===== config.mk =====
export PLATFORM = sky130hd
export DESIGN_NAME = id_ex_stage_flat
export DESIGN_NICKNAME = d
export VERILOG_FILES = /design/src/rtl/id_ex_if.sv /design/src/rtl/id_ex_stage.sv /design/src/flat_wrapper.sv
export SDC_FILE = /design/constraint.sdc
export NUM_CORES = 1
export LEC_CHECK = 0
export ABC_AREA = 1
export CAP_MARGIN = 20
export CORE_AREA = 2 2 146 148
export CTS_CLUSTER_DIAMETER = 60
export DETAILED_ROUTE_END_ITERATION = 12
export DIE_AREA = 0 0 148 150
export PLACE_DENSITY = 0.95
export SYNTH_ARGS = -nofsm -noshare
export SYNTH_HDL_FRONTEND = slang
export SYNTH_SLANG_ARGS = --single-unit

===== constraint.sdc =====
create_clock -name clk -period 3.1 [get_ports clk]
set_input_delay 0.62 -clock clk [delete_from_list [all_inputs] [get_ports clk]]
set_output_delay 0.62 -clock clk [all_outputs]
set_load 0.02 [all_outputs]

===== src/rtl/id_ex_if.sv =====
// ID/EX boundary bundle: decoded fields in, registered EX fields out.
// master = decode side, slave = the id_ex_stage register.
interface id_ex_if #(
  parameter int XLEN = 32,
  parameter int RA_W = 5
);
  logic            id_valid;
  logic [XLEN-1:0] id_pc;
  logic [XLEN-1:0] id_rs1_data;
  logic [XLEN-1:0] id_rs2_data;
  logic [RA_W-1:0] id_rs1;
  logic [RA_W-1:0] id_rs2;
  logic            id_use_rs1;
  logic            id_use_rs2;
  logic [RA_W-1:0] id_rd;
  logic [XLEN-1:0] id_imm;
  logic [2:0]      id_alu_op;
  logic            id_alu_src_imm;
  logic            id_reg_we;
  logic            id_mem_re;
  logic            id_mem_we;

  logic            ex_valid;
  logic [XLEN-1:0] ex_pc;
  logic [XLEN-1:0] ex_alu_a;
  logic [XLEN-1:0] ex_alu_b;
  logic [2:0]      ex_alu_op;
  logic [XLEN-1:0] ex_store_data;
  logic [RA_W-1:0] ex_rd;
  logic            ex_reg_we;
  logic            ex_mem_re;
  logic            ex_mem_we;

  modport master (
    output id_valid, id_pc, id_rs1_data, id_rs2_data,
           id_rs1, id_rs2, id_use_rs1, id_use_rs2, id_rd,
           id_imm, id_alu_op, id_alu_src_imm,
           id_reg_we, id_mem_re, id_mem_we,
    input  ex_valid, ex_pc, ex_alu_a, ex_alu_b, ex_alu_op,
           ex_store_data, ex_rd, ex_reg_we, ex_mem_re, ex_mem_we
  );

  modport slave (
    input  id_valid, id_pc, id_rs1_data, id_rs2_data,
           id_rs1, id_rs2, id_use_rs1, id_use_rs2, id_rd,
           id_imm, id_alu_op, id_alu_src_imm,
           id_reg_we, id_mem_re, id_mem_we,
    output ex_valid, ex_pc, ex_alu_a, ex_alu_b, ex_alu_op,
           ex_store_data, ex_rd, ex_reg_we, ex_mem_re, ex_mem_we
  );
endinterface


===== src/rtl/id_ex_stage.sv =====
// ID/EX pipeline register with load-use bubble insertion and
// EX/MEM + MEM/WB operand forwarding for the RV32 EX stage.
module id_ex_stage #(
  parameter int XLEN = 32,
  parameter int RA_W = 5
) (
  input  logic            clk,
  input  logic            rst,
  input  logic            stall_i,
  input  logic            flush_i,
  id_ex_if.slave          bus,
  input  logic [RA_W-1:0] exm_rd,
  input  logic            exm_reg_we,
  input  logic [XLEN-1:0] exm_result,
  input  logic [RA_W-1:0] wb_rd,
  input  logic            wb_reg_we,
  input  logic [XLEN-1:0] wb_data,
  output logic            hazard_stall
);

  typedef struct packed {
    logic            valid;
    logic [XLEN-1:0] pc;
    logic [RA_W-1:0] rs1;
    logic [RA_W-1:0] rs2;
    logic [RA_W-1:0] rd;
    logic [XLEN-1:0] a;
    logic [XLEN-1:0] b;
    logic [XLEN-1:0] imm;
    logic [2:0]      op;
    logic            src_imm;
    logic            reg_we;
    logic            mem_re;
    logic            mem_we;
  } id_ex_t;

  id_ex_t r;
  id_ex_t cap;

  function automatic logic hit(
    input logic            we,
    input logic [RA_W-1:0] rd,
    input logic [RA_W-1:0] rs
  );
    return we && (rd != '0) && (rd == rs);
  endfunction

  logic ld_rs1;
  logic ld_rs2;

  assign ld_rs1 = bus.id_use_rs1 && (bus.id_rs1 == r.rd);
  assign ld_rs2 = bus.id_use_rs2 && (bus.id_rs2 == r.rd);

  assign hazard_stall = bus.id_valid && r.valid && r.mem_re
                     && (r.rd != '0) && (ld_rs1 || ld_rs2);

  // wb bypass at capture covers a register-file write in this same cycle
  always_comb begin
    cap         = '0;
    cap.valid   = bus.id_valid;
    cap.pc      = bus.id_pc;
    cap.rs1     = bus.id_rs1;
    cap.rs2     = bus.id_rs2;
    cap.rd      = bus.id_rd;
    cap.imm     = bus.id_imm;
    cap.op      = bus.id_alu_op;
    cap.src_imm = bus.id_alu_src_imm;
    cap.reg_we  = bus.id_reg_we & bus.id_valid;
    cap.mem_re  = bus.id_mem_re & bus.id_valid;
    cap.mem_we  = bus.id_mem_we & bus.id_valid;
    cap.a = hit(wb_reg_we, wb_rd, bus.id_rs1)
          ? wb_data : bus.id_rs1_data;
    cap.b = hit(wb_reg_we, wb_rd, bus.id_rs2)
          ? wb_data : bus.id_rs2_data;
  end

  // bubbles clear the whole entry so no stale rd can match downstream
  always_ff @(posedge clk) begin
    if (rst)               r <= '0;
    else if (flush_i)      r <= '0;
    else if (stall_i)      r <= r;
    else if (hazard_stall) r <= '0;
    else                   r <= cap;
  end

  logic [XLEN-1:0] fa;
  logic [XLEN-1:0] fb;

  always_comb begin
    fa = r.a;
    case (1'b1)
      hit(exm_reg_we, exm_rd, r.rs1): fa = exm_result;
      hit(wb_reg_we, wb_rd, r.rs1):   fa = wb_data;
      default:                        fa = r.a;
    endcase
  end

  always_comb begin
    fb = r.b;
    case (1'b1)
      hit(exm_reg_we, exm_rd, r.rs2): fb = exm_result;
      hit(wb_reg_we, wb_rd, r.rs2):   fb = wb_data;
      default:                        fb = r.b;
    endcase
  end

  assign bus.ex_valid      = r.valid;
  assign bus.ex_pc         = r.pc;
  assign bus.ex_alu_a      = fa;
  assign bus.ex_alu_b      = r.src_imm ? r.imm : fb;
  assign bus.ex_alu_op     = r.op;
  assign bus.ex_store_data = fb;
  assign bus.ex_rd         = r.rd;
  assign bus.ex_reg_we     = r.reg_we;
  assign bus.ex_mem_re     = r.mem_re;
  assign bus.ex_mem_we     = r.mem_we;

endmodule

===== src/flat_wrapper.sv =====
// flat-port wrapper written by rule: the top's interface ports become plain ports
module id_ex_stage_flat 
#(
  parameter int XLEN = 32,
  parameter int RA_W = 5
)
  (clk, rst, stall_i, flush_i, exm_rd, exm_reg_we, exm_result, wb_rd, wb_reg_we, wb_data, hazard_stall, bus_id_valid, bus_id_pc, bus_id_rs1_data, bus_id_rs2_data, bus_id_rs1, bus_id_rs2, bus_id_use_rs1, bus_id_use_rs2, bus_id_rd, bus_id_imm, bus_id_alu_op, bus_id_alu_src_imm, bus_id_reg_we, bus_id_mem_re, bus_id_mem_we, bus_ex_valid, bus_ex_pc, bus_ex_alu_a, bus_ex_alu_b, bus_ex_alu_op, bus_ex_store_data, bus_ex_rd, bus_ex_reg_we, bus_ex_mem_re, bus_ex_mem_we);
  id_ex_if #(.XLEN(XLEN), .RA_W(RA_W)) bus_i ();
  input  logic clk;
  input  logic rst;
  input  logic stall_i;
  input  logic flush_i;
  input  logic [RA_W-1:0] exm_rd;
  input  logic exm_reg_we;
  input  logic [XLEN-1:0] exm_result;
  input  logic [RA_W-1:0] wb_rd;
  input  logic wb_reg_we;
  input  logic [XLEN-1:0] wb_data;
  output logic hazard_stall;
  input wire logic [$bits(bus_i.id_valid)-1:0] bus_id_valid;
  input wire logic [$bits(bus_i.id_pc)-1:0] bus_id_pc;
  input wire logic [$bits(bus_i.id_rs1_data)-1:0] bus_id_rs1_data;
  input wire logic [$bits(bus_i.id_rs2_data)-1:0] bus_id_rs2_data;
  input wire logic [$bits(bus_i.id_rs1)-1:0] bus_id_rs1;
  input wire logic [$bits(bus_i.id_rs2)-1:0] bus_id_rs2;
  input wire logic [$bits(bus_i.id_use_rs1)-1:0] bus_id_use_rs1;
  input wire logic [$bits(bus_i.id_use_rs2)-1:0] bus_id_use_rs2;
  input wire logic [$bits(bus_i.id_rd)-1:0] bus_id_rd;
  input wire logic [$bits(bus_i.id_imm)-1:0] bus_id_imm;
  input wire logic [$bits(bus_i.id_alu_op)-1:0] bus_id_alu_op;
  input wire logic [$bits(bus_i.id_alu_src_imm)-1:0] bus_id_alu_src_imm;
  input wire logic [$bits(bus_i.id_reg_we)-1:0] bus_id_reg_we;
  input wire logic [$bits(bus_i.id_mem_re)-1:0] bus_id_mem_re;
  input wire logic [$bits(bus_i.id_mem_we)-1:0] bus_id_mem_we;
  output wire logic [$bits(bus_i.ex_valid)-1:0] bus_ex_valid;
  output wire logic [$bits(bus_i.ex_pc)-1:0] bus_ex_pc;
  output wire logic [$bits(bus_i.ex_alu_a)-1:0] bus_ex_alu_a;
  output wire logic [$bits(bus_i.ex_alu_b)-1:0] bus_ex_alu_b;
  output wire logic [$bits(bus_i.ex_alu_op)-1:0] bus_ex_alu_op;
  output wire logic [$bits(bus_i.ex_store_data)-1:0] bus_ex_store_data;
  output wire logic [$bits(bus_i.ex_rd)-1:0] bus_ex_rd;
  output wire logic [$bits(bus_i.ex_reg_we)-1:0] bus_ex_reg_we;
  output wire logic [$bits(bus_i.ex_mem_re)-1:0] bus_ex_mem_re;
  output wire logic [$bits(bus_i.ex_mem_we)-1:0] bus_ex_mem_we;
  assign bus_i.id_valid = bus_id_valid;
  assign bus_i.id_pc = bus_id_pc;
  assign bus_i.id_rs1_data = bus_id_rs1_data;
  assign bus_i.id_rs2_data = bus_id_rs2_data;
  assign bus_i.id_rs1 = bus_id_rs1;
  assign bus_i.id_rs2 = bus_id_rs2;
  assign bus_i.id_use_rs1 = bus_id_use_rs1;
  assign bus_i.id_use_rs2 = bus_id_use_rs2;
  assign bus_i.id_rd = bus_id_rd;
  assign bus_i.id_imm = bus_id_imm;
  assign bus_i.id_alu_op = bus_id_alu_op;
  assign bus_i.id_alu_src_imm = bus_id_alu_src_imm;
  assign bus_i.id_reg_we = bus_id_reg_we;
  assign bus_i.id_mem_re = bus_id_mem_re;
  assign bus_i.id_mem_we = bus_id_mem_we;
  assign bus_ex_valid = bus_i.ex_valid;
  assign bus_ex_pc = bus_i.ex_pc;
  assign bus_ex_alu_a = bus_i.ex_alu_a;
  assign bus_ex_alu_b = bus_i.ex_alu_b;
  assign bus_ex_alu_op = bus_i.ex_alu_op;
  assign bus_ex_store_data = bus_i.ex_store_data;
  assign bus_ex_rd = bus_i.ex_rd;
  assign bus_ex_reg_we = bus_i.ex_reg_we;
  assign bus_ex_mem_re = bus_i.ex_mem_re;
  assign bus_ex_mem_we = bus_i.ex_mem_we;
  id_ex_stage #(.XLEN(XLEN), .RA_W(RA_W)) u_core (.clk(clk), .rst(rst), .stall_i(stall_i), .flush_i(flush_i), .bus(bus_i), .exm_rd(exm_rd), .exm_reg_we(exm_reg_we), .exm_result(exm_result), .wb_rd(wb_rd), .wb_reg_we(wb_reg_we), .wb_data(wb_data), .hazard_stall(hazard_stall));
endmodule

==> impl_metrics.yaml, run 1 <==
placement:
  portBuffers: 373
  place_hpwl_um: 26600
  pre_cts_ws_ps: -554
  routabilityCongestion: 0.946
logic_synthesis:
  avgSynthCellArea_um2: 6.25
  ys_ff_latch: 151
  synth_top_area_cell: "dfxtp_1"
  yosysUniqueCellTypes: 26
  synthCells: 1469
  ys_warn_count: 0
  netlist.area_leader.share: 0.329
  ys_top_cells_by_area: "dfxtp_1, nand2_1, a21oi_1"
  seq_area_frac_synth: 0.329
  netlist_area_mm2: 0.00918
  syn_nets: 1702
grt:
  overflow: 0
  grt_pass1_vias: 11100
  grt_max_degree: 84
  grt.total_usage: 0.332
  grt_pass1_wl_um: 58100
  antenna_found_initial: 0
sta:
  fin_skew_ps: 15.5
  tightest_slew_ps: 892
  drv_slew: 0
  setup_violations: 0
  timing.fmax_mhz: 334
  rsz0062_at_grt: "false"
  slew_headroom: 0.405
  whs_ps: 460
  finalCritPeriodShare: 0.964
  fin_ws_ps: 110
  tns_ps: 0
  hold_violations: 0
  finalCriticalPeriod_ps: 2990
worst_setup_path:
  end_kind: "output port"
  path_class: "input pin to output port"
  critPathArrivalTime_ps: 2370
  critPathLaunchType: "input pin"
  crit_fanout: 15
  r2r_cells: 8
  crit_required_ps: 2480
worst_hold_path:
  hp-class: "register to register"
  hold_path_depth: 2
floorplanning:
  ios: 374
  die_area_mm2: 0.0222
  start_util: 0.444
  fp.coreArea_mm2: 0.0207
  die_w_um: 148
  rows: 53
  die_h_um: 150
detailed_routing:
  drtPass1Iterations: 8
  viasPerCell: 5.59
  dr.first_iter.drc_count: 1170
  wl_per_cell_um: 18.6
  drc: 0
  num_vias: 11700
  drt-total-wl_um: 39000
  antenna_left: 0
clock_tree:
  clk_pin_slew_worst_paths_ps: 70
  hold_buffers: 0
  cts.sinks: 151
  cts_tree: "done"
  clock_latency_ps: 430
  cts_htree_levels: 4
  clock_path_buffers: 2
  cts_made_buffers: 17
  cts_root_buf: "clkbuf_16"
finish:
  final_cell_mix: "nand2_1, clkdlybuf4s50_1, a21oi_1, dfxtp_1, nand3_1"
  fin_nets: 2038
  final_layout_size_suffix_gt1_frac: 0.144
  areaGrowthSynthToFinish_pct: 50.7
  final_util: 0.668
  final_common_cell: "nand2_1"
  antenna_cells: 0
run:
  drv_cap: 0
pwr:
  leakagePower_nw: 6.00
  power.density_mw_per_mm2: 393
  vdd_drop_max_uv: 365
status:
  status: "complete, no violations"
[per-layer routing]
layer	vias up	GRT usage	wire (um)
li1	5413	-	-
met1	5261	0.404	14600
met2	870	0.542	18100
met3	164	0.0838	4570
met4	0	0.179	1740
met5	-	0	0
[Yosys cell counts]
master and n:
a21oi_1 151, a21oi_2 1, a31oi_1 32, and2_1 32, and3_1 1, buf_1 3
buf_2 53, buf_4 53, clkbuf_1 44, dfxtp_1 151, inv_1 16, inv_2 5
nand2_1 629, nand2_2 1, nand3_1 133, nand3_2 3, nand3b_1 36, nand4_1 34
nor2_1 50, nor2_2 6, nor3_1 2, nor3_2 1, o21ai_1 1, or2_2 1
xnor2_1 15, xor2_1 15
[flip-flops by register name (all words and copies together), names as in the netlist]
signal / flops
u_core.bus.ex_alu_op: 3
u_core.bus.ex_mem_re: 1
u_core.bus.ex_mem_we: 1
u_core.bus.ex_pc: 32
u_core.bus.ex_rd: 5
u_core.bus.ex_reg_we: 1
u_core.bus.ex_valid: 1
u_core.r: 107
[report_power, final]
group / internal (W) / total (W) / switching, W
clock network: 0.00109 / 0.00212 / 0.00102
registers: 0.00200 / 0.00204 / 0.0000394
logic: 0.000588 / 0.00128 / 0.000689
[area by class of cell]
class,count,area [um^2]
multi-input combinational,1144,5370
clock buffer,17,425
sequential,151,3020
tap,275,344
inverter,21,83.8
clock inverter,15,176
fill,1753,6860
timing repair buffer,470,4410
[metrics by stage]
stage	instances	area, um^2	power, W
after CTS	2090	14000	0.00545
after global placement	2053	13300	0.00334
after global routing	2093	13800	0.00563
after floorplan	1469	9180	0.00266
after detailed placement	2053	13300	0.00336
final	2093	13800	0.00544
[cells by family after synthesis]
group,after synthesis,share of synthesized area
compound gates,185,0.106
xor+xnor,30,0.0286
buf+inv,174,0.100
flops,151,0.329
simple gates,929,0.436
[worst paths after layout]
kind                       startpoint               endpoint  slack (ps)
setup / recovery             wb_rd[0]  bus_ex_store_data[23]         110
hold / removal           u_core.r[65]           u_core.r[65]         460
setup reg to reg  u_core.bus.ex_rd[2]   u_core.bus.ex_pc[11]        1190
hold reg to reg          u_core.r[65]           u_core.r[65]         460
[worst max-delay path, cell delays in order]
cell and delay, ps:
dlygate4sd2_1 350, xnor2_1 160, nand2_1 110, nor2_4 200, buf_4 170, buf_12 140
nand4_1 80, nand3_1 120, and2_1 140, clkdlybuf4s15_2 260
[repair_timing]
item                                    4_1_cts  5_1_grt
pin swaps                                     3        2
gates cloned                                  2        2
endpoints found under the setup margin       97       95
buffers inserted                              3        1
resized for setup                           285      118
Note: power is estimated with default switching activity, not from simulation.
==> run 2, diff against run 1 <==
--- a/config.mk
+++ b/config.mk
@@ -6,12 +6,15 @@
 export NUM_CORES = 1
 export LEC_CHECK = 0
 export ABC_AREA = 1
+export ABC_CLOCK_PERIOD_IN_PS = 3100
 export CAP_MARGIN = 20
 export CORE_AREA = 2 2 146 148
 export CTS_CLUSTER_DIAMETER = 60
 export DETAILED_ROUTE_END_ITERATION = 12
 export DIE_AREA = 0 0 148 150
+export MAX_ROUTING_LAYER = met4
 export PLACE_DENSITY = 0.95
+export REMOVE_ABC_BUFFERS = 1
 export SYNTH_ARGS = -nofsm -noshare
 export SYNTH_HDL_FRONTEND = slang
 export SYNTH_SLANG_ARGS = --single-unit
==> impl_metrics.yaml, run 2 (synthesized netlist as in run 1, its figures left out) <==
status:
  status: "complete, no violations"
sta:
  hold_violations: 0
  tightest_slew_ps: 879
  setup_violations: 0
  finalCritPeriodShare: 0.980
  timing.fmax_mhz: 329
  drv_slew: 0
  fin_skew_ps: 15.3
  finalCriticalPeriod_ps: 3040
  slew_headroom: 0.414
clock_tree:
  cts_root_buf: "clkbuf_16"
  cts.sinks: 151
  cts_htree_levels: 4
  clock_latency_ps: 420
  cts_made_buffers: 17
  clk_pin_slew_worst_paths_ps: 70
  clock_path_buffers: 2
  cts_tree: "done"
  hold_buffers: 0
placement:
  place_hpwl_um: 25800
  portBuffers: 373
  routabilityCongestion: 0.931
  placedInstanceArea_mm2: 0.0131
worst_setup_path:
  critical_path_buf_inv_count: 4
  crit_fanout: 13
  path_class: "input pin to output port"
  crit_slowest_cell: "dlygate4sd2_1"
  critPathLaunchType: "input pin"
  crit_required_ps: 2480
  path_cells: "dlygate4sd2_1, xnor2_1, nand2_1, nor2_4, buf_4, buf_12, nand4_1, nand3_1, nand3_1, nand2_1, clkdlybuf4s15_2"
  slowest_delay_ps: 330
  critPathArrivalTime_ps: 2420
  end_kind: "output port"
  cpLargestDelayFamily: "buffers and inverters"
pwr:
  power.density_mw_per_mm2: 383
  vdd_drop_max_uv: 380
  p_total_w: 0.00524
  leakagePower_nw: 5.77
grt:
  grt_pass1_vias: 11100
  grt_max_degree: 152
  overflow: 0
  grt.total_usage: 0.325
  antenna_found_initial: 1
  grt_pass1_wl_um: 55900
floorplanning:
  die_w_um: 148
  fp.coreArea_mm2: 0.0207
  start_util: 0.444
  ios: 374
  rows: 53
  die_area_mm2: 0.0222
  die_h_um: 150
finish:
  largest_reg_flops: 107
  fillers: 1696
  multi_input_area_mm2: 0.00533
  final_cell_mix: "nand2_1, clkdlybuf4s50_1, a21oi_1, dfxtp_1, nand3_1"
  final_util: 0.661
  areaGrowthSynthToFinish_pct: 49.0
  final_common_cell: "nand2_1"
  largest-register: "u_core.r"
  regArea_mm2: 0.00302
  final_cell_area_mm2: 0.0137
  fin_nets: 2004
  final_layout_size_suffix_gt1_frac: 0.0998
detailed_routing:
  antenna_left: 0
  wl_per_cell_um: 17.7
  drc: 0
  viasPerCell: 5.55
  num_vias: 11400
  drtPass1Iterations: 6
  drt-total-wl_um: 36500
  dr.first_iter.drc_count: 1121
worst_hold_path:
  hp-class: "register to register"
run:
  drv_cap: 0
## run 2: layout make-up
class / instances / area share
Antenna cell: 1 / 0.000183
Clock buffer: 19 / 0.0324
Clock inverter: 12 / 0.00695
Inverter: 21 / 0.00576
Multi-Input combinational cell: 1144 / 0.390
Sequential cell: 151 / 0.221
Tap cell: 275 / 0.0252
Timing Repair Buffer: 436 / 0.319
## run 2: stage by stage
stage | setup TNS [ps] | setup slack (ps) | hold WS (ps) | cells
after floorplan | -230060 | -1180 | 436 | 1316
after global placement | -32440 | -397 | 450 | 2023
after detailed placement | -34710 | -473 | 456 | 2023
after CTS | -12.8 | -12.8 | 465 | 2057
after global routing | -27.6 | -6.24 | 486 | 2059
final | 0 | 63.5 | 465 | 2059
## run 2: per-layer routing
metal,vias to the layer above,share of wire,global-route usage
met5,-,0,-
met4,0,0.049,0.181
met3,153,0.11,0.0841
met2,799,0.47,0.529
met1,5148,0.37,0.364
li1,5330,-,-
## run 2: worst paths after layout
check | startpoint | to | slack [ps] | depth (start not counted)
setup reg to reg | u_core.bus.ex_rd[3] | u_core.r[13] | 1160 | 10
setup / recovery | wb_rd[0] | bus_ex_alu_b[23] | 60 | 11
hold / removal | u_core.bus.ex_alu_op[2] | u_core.bus.ex_alu_op[2] | 460 | 2
hold reg to reg | u_core.bus.ex_alu_op[2] | u_core.bus.ex_alu_op[2] | 460 | 2
## run 2: where the power goes
group	switching [W]	total (W)	leakage [nW]	internal (W)
sequential	0.0000390	0.00204	1.23	0.00200
combinational	0.000662	0.00124	4.30	0.000582
clock	0.000900	0.00195	0.237	0.00105
total	0.00160	0.00524	5.77	0.00364
## run 2: what timing repair did
item / 4_1_cts / 5_1_grt
buffers inserted: 2 / 1
pin swaps: 3 / 3
endpoints found under the setup margin: 95 / 96
gates cloned: 1 / 0
gates resized for setup: 217 / 78
## run 2: worst register-to-register path, cell delays in order, from the launching register on
cell,delay (ps)
dfxtp_1,410
inv_2,70
nor2_1,80
nor2_1,60
nand3_1,90
nand2_1,90
buf_4,150
a21oi_4,180
buf_12,340
nand2_1,220
a21oi_1,160
